==> src/rtl/bsa_pkg.sv <==
// rtl/bsa_pkg.sv - shared state encoding and width limits for the bit-serial adder
package bsa_pkg;

  typedef enum logic [1:0] {
    IDLE = 2'd0,
    RUN  = 2'd1,
    DONE = 2'd2
  } state_t;

  localparam int WIDTH_MIN = 1;
  localparam int WIDTH_MAX = 64;

  function automatic bit width_ok(input int w);
    return (w >= WIDTH_MIN) && (w <= WIDTH_MAX);
  endfunction

endpackage

==> src/rtl/fa_cell.sv <==
// rtl/fa_cell.sv - one-bit full adder used as the serial datapath
module fa_cell (
  input  logic x,
  input  logic y,
  input  logic cin,
  output logic s,
  output logic cout
);

  assign s    = x ^ y ^ cin;
  assign cout = (x & y) | (x & cin) | (y & cin);

endmodule

==> src/rtl/bit_serial_adder.sv <==
// rtl/bit_serial_adder.sv - LSB-first serial add/subtract with valid/ready handshakes
module bit_serial_adder
  import bsa_pkg::*;
#(
  parameter int WIDTH = 8
) (
  input  logic             clk,
  input  logic             rst_n,
  input  logic             in_valid,
  output logic             in_ready,
  input  logic [WIDTH-1:0] a,
  input  logic [WIDTH-1:0] b,
  input  logic             ci,
  input  logic             sub,
  output logic [WIDTH-1:0] sum,
  output logic             co,
  output logic             ovf,
  output logic             out_valid,
  input  logic             out_ready
);

  localparam int CW = $clog2(WIDTH + 1);
  localparam logic [CW-1:0] CNT_LOAD = CW'(WIDTH);
  localparam logic [CW-1:0] CNT_LAST = CW'(1);

  if (!width_ok(WIDTH)) begin : g_width_check
    $error("bit_serial_adder: WIDTH out of range");
  end

  state_t           state;
  logic [WIDTH-1:0] a_sr;
  logic [WIDTH-1:0] b_sr;
  logic [WIDTH-1:0] sum_sr;
  logic [WIDTH-1:0] sum_next;
  logic             c_reg;
  logic [CW-1:0]    cnt;
  logic             co_reg;
  logic             ovf_reg;
  logic             in_ready_reg;
  logic             out_valid_reg;
  logic             fa_s;
  logic             fa_c;

  fa_cell u_fa (
    .x    (a_sr[0]),
    .y    (b_sr[0]),
    .cin  (c_reg),
    .s    (fa_s),
    .cout (fa_c)
  );

  // Each new sum bit enters at the MSB so the LSB lands at bit 0 after WIDTH shifts.
  if (WIDTH == 1) begin : g_sum_w1
    assign sum_next = fa_s;
  end else begin : g_sum_wn
    assign sum_next = {fa_s, sum_sr[WIDTH-1:1]};
  end

  always_ff @(posedge clk) begin
    if (!rst_n) begin
      state         <= IDLE;
      a_sr          <= '0;
      b_sr          <= '0;
      sum_sr        <= '0;
      c_reg         <= 1'b0;
      cnt           <= '0;
      co_reg        <= 1'b0;
      ovf_reg       <= 1'b0;
      in_ready_reg  <= 1'b1;
      out_valid_reg <= 1'b0;
    end else begin
      case (state)
        IDLE: begin
          if (in_valid && in_ready_reg) begin
            a_sr         <= a;
            b_sr         <= sub ? ~b : b;
            c_reg        <= sub ? 1'b1 : ci;
            sum_sr       <= '0;
            cnt          <= CNT_LOAD;
            in_ready_reg <= 1'b0;
            state        <= RUN;
          end
        end
        RUN: begin
          sum_sr <= sum_next;
          a_sr   <= a_sr >> 1;
          b_sr   <= b_sr >> 1;
          c_reg  <= fa_c;
          cnt    <= cnt - 1'b1;
          // On the MSB step c_reg still holds the carry into the MSB.
          if (cnt == CNT_LAST) begin
            co_reg        <= fa_c;
            ovf_reg       <= c_reg ^ fa_c;
            out_valid_reg <= 1'b1;
            state         <= DONE;
          end
        end
        DONE: begin
          if (out_ready) begin
            out_valid_reg <= 1'b0;
            in_ready_reg  <= 1'b1;
            state         <= IDLE;
          end
        end
        default: begin
          out_valid_reg <= 1'b0;
          in_ready_reg  <= 1'b1;
          state         <= IDLE;
        end
      endcase
    end
  end

  assign in_ready  = in_ready_reg;
  assign out_valid = out_valid_reg;
  assign sum       = sum_sr;
  assign co        = co_reg;
  assign ovf       = ovf_reg;

endmodule
==> config.mk <==
export PLATFORM = sky130hd
export DESIGN_NAME = bit_serial_adder
export DESIGN_NICKNAME = d
export VERILOG_FILES = /design/src/rtl/bsa_pkg.sv /design/src/rtl/fa_cell.sv /design/src/rtl/bit_serial_adder.sv
export SDC_FILE = /design/constraint.sdc
export NUM_CORES = 1
export LEC_CHECK = 0
export BUFFER_PORTS_ARGS = -buffer_cell sky130_fd_sc_hd__buf_2
export CAP_MARGIN = 30
export CORE_AREA = 5 5 62 64
export CTS_BUF_LIST = sky130_fd_sc_hd__clkbuf_4 sky130_fd_sc_hd__clkbuf_8
export DETAILED_ROUTE_END_ITERATION = 6
export DIE_AREA = 0 0 67 69
export PLACE_DENSITY_LB_ADDON = 0.25
export SLEW_MARGIN = 30
export SYNTH_ARGS = -nofsm -noshare
export SYNTH_HDL_FRONTEND = slang
export SYNTH_HIERARCHICAL = 1
export SYNTH_SLANG_ARGS = --single-unit
==> constraint.sdc <==
create_clock -name clk -period 1.4 [get_ports clk]
set_input_delay 0.21 -clock clk [delete_from_list [all_inputs] [get_ports clk]]
set_output_delay 0.21 -clock clk [all_outputs]
set_load 0.05 [all_outputs]
==> flow_summary.ini <==
[logic_synthesis]
synthesis.area_mm2 = 0.00154
yosysWarnings = 6
synth_area_leaders = dfxtp_1 46%, a21oi_1 8.1%, o21ai_0 6.8%
synth_ff_type = dfxtp_1
synth_top_area_frac = 0.455
synth_seq_cells = 35
synth_cell_types = 28
synth-edff-count = 0
syn_avg_cell_area_um2 = 9.00
async_flop_share = 0
synth_nets = 196
synth_cells = 171
ys_seq_area_frac = 0.455
synth_top_cell_by_area = dfxtp_1

[setup_path]
required_ns = 1.66
crit_path_start_kind = flip-flop
cp_max_fo = 3
r2r_end = cnt[3]
worstReg2RegStart = state[1]
r2r_setup_slack_ns = -0.001
r2r_cells = 3
cp-end-kind = flip-flop
path_class = reg -> reg
worstPathArrival_ns = 1.67

[cells_and_area]
seq_area_um2 = 706
final_nets = 236
antenna_cells = 0
layout_common_cells = 33 x buf_2, 31 x dfxtp_1, 24 x a21oi_1
fillers = 317
multi_input_area_um2 = 782
synthToLayoutAreaGrowth_pct = 22.6
fin_area_mm2 = 0.00189
drive_above_1_share = 0.336
final_common_cell = buf_2

[cts]
clk_pin_slew_ns = 0.10
ctsHtreeMaxLevel = 2
clk_latency_ns = 0.33
cts_sinks = 35
cts_tree = done
clockBufferDepth = 2
post-cts-setup-buffer-count = 0
hold_buffers = 0
cts_inserted_buffers = 5
root_buffer = clkbuf_4

[global_route]
grt_use_met2 = 0.266
grt_overflow = 0
grtUsageTotal = 0.170
grt_pass1_wl_um = 6150
antenna_found_initial = 0
grt_use_met1 = 0.207
grt_max_degree = 15
grt_pass1_vias = 1409
grt_busiest_layer = met2
gr-usage-met3 = 0.0455

[route]
postRouteAntennaNets = 0
num_vias = 1417
drc = 0
wl_per_cell_um = 13.9
drt_iter0_markers = 105
viasPerCell = 5.51
firstDrtPassIters = 4
wl_um = 3560

[placement]
placed_cell_area_mm2 = 0.00181
dp_hpwl_um = 2580
gp_congestion = 0.820
portBuffers = 33

[sta]
fin_skew_ns = 0.00482
hold-worst-slack_ns = 0.132
period_minus_slack_ns = 1.40
max-slew-margin-rel = 0.698
rsz0062_at_grt = true
fmax_mhz = 714
final-max-slew-violation-count = 0
setup_tns_ns = -0.00123
setup_violations = 1
worst_slack_ns = -0.00123
fin_crit_sh = 1.00
timing.final.hold_violations = 0
worst_pin_slew_ns = 0.452

[power]
p_int_mw = 1.52
comb_power_share = 0.212
p_sw_mw = 0.630
power_mw = 2.15
seqPwrFrac = 0.531
leakage_nw = 0.782
vdd_ir_drop_max_uv = 607
switching_share = 0.293
power.density_mw_per_mm2 = 1140
p_clk_frac = 0.257

[run_status]
status = finished with violations
violations = negative setup slack

[worst_hold_path]
hold_path_depth = 2
holdPathEnd = a_sr[5]
hold_path_class = in -> reg
worstHoldStart = a[5]

[floorplanning]
ios = 34
rows = 21
die_area_mm2 = 0.00462
initial_core_util = 0.476
core_area_mm2 = 0.00323
die_x_um = 67
die_h_um = 69

[flow_run]
maxCapViolations = 0
[repair_timing]
| item | in CTS | in global routing |
|---|---|---|
| gates resized for setup | 2 | 7 |
| pin swaps | 1 | 1 |
| cloned | 0 | 0 |
| endpoints found under the setup margin | 3 | 13 |
[synthesized netlist by cell type (2+ instances only)]
master	number
dfxtp_1	35
a21oi_1	25
o21ai_0	21
nand2_1	12
clkbuf_1	11
o21a_1	9
a22oi_1	8
xor2_1	8
o221a_2	7
nor2_1	6
inv_1	4
nand2b_1	4
nor3b_1	3
a211oi_1	2
buf_2	2
ha_1	2
[power by group through the flow]
stage	Clock, mW	Combinational [mW]	Sequential, mW
2_1_floorplan	0	0.276	1.17
3_3_place_gp	0	0.427	1.15
3_5_place_dp	0	0.444	1.16
4_1_cts	0.563	0.449	1.14
5_1_grt	0.609	0.503	1.15
6_report	0.553	0.455	1.14
[metal layers]
layer,vias to the layer above,part of all wire
met5,-,0
met4,0,0.024
met3,9,0.062
met2,43,0.48
met1,671,0.43
li1,694,-
[worst max-delay path by stage]
| stage | depth (start not counted) | slack (ns) | start | end |
|---|---|---|---|---|
| global route | 6 | -0.02 | cnt[1] | ovf |
| CTS | 3 | 0.008 | state[1] | cnt[3] |
| global placement | 3 | 0.05 | state[1] | cnt[3] |
| floorplan | 4 | -0.05 | state[1] | cnt[3] |
| detailed placement | 3 | -0.02 | state[1] | cnt[3] |
| finish | 3 | -0.001 | state[1] | cnt[3] |
[through the flow]
| stage | utilization | std cells | setup WS (ns) |
|---|---|---|---|
| floorplan | - | 171 | -0.0474 |
| global placement | 0.559 | 250 | 0.0504 |
| detailed placement | 0.559 | 250 | -0.0209 |
| CTS | 0.578 | 257 | 0.00841 |
| global route | 0.584 | 257 | -0.0207 |
| finish | 0.584 | 257 | -0.00123 |
[layout make-up]
type / count / area share
clock buffers: 6 / 0.0272
clock inverters: 1 / 0.00265
inverters: 4 / 0.00796
multi-input cells: 118 / 0.414
flip-flops and latches: 35 / 0.374
well taps: 46 / 0.0305
repair buffers: 47 / 0.143
[logic make-up (layout without fill, tap and decap cells)]
family	after synthesis	in the layout	share of synthesized area
flops	35	35	0.455
xor+xnor	9	9	0.0512
compound gates	76	76	0.315
fa+ha+maj	3	3	0.0293
simple gates	30	30	0.0984
buf+inv	18	58	0.0504
[critical path: stages, from the launching register on]
cell	delay, ns
dfxtp_2	0.34
or4_1	0.52
or3_1	0.33
a31oi_1	0.14
No activity file was read; power rests on OpenSTA's default activity.
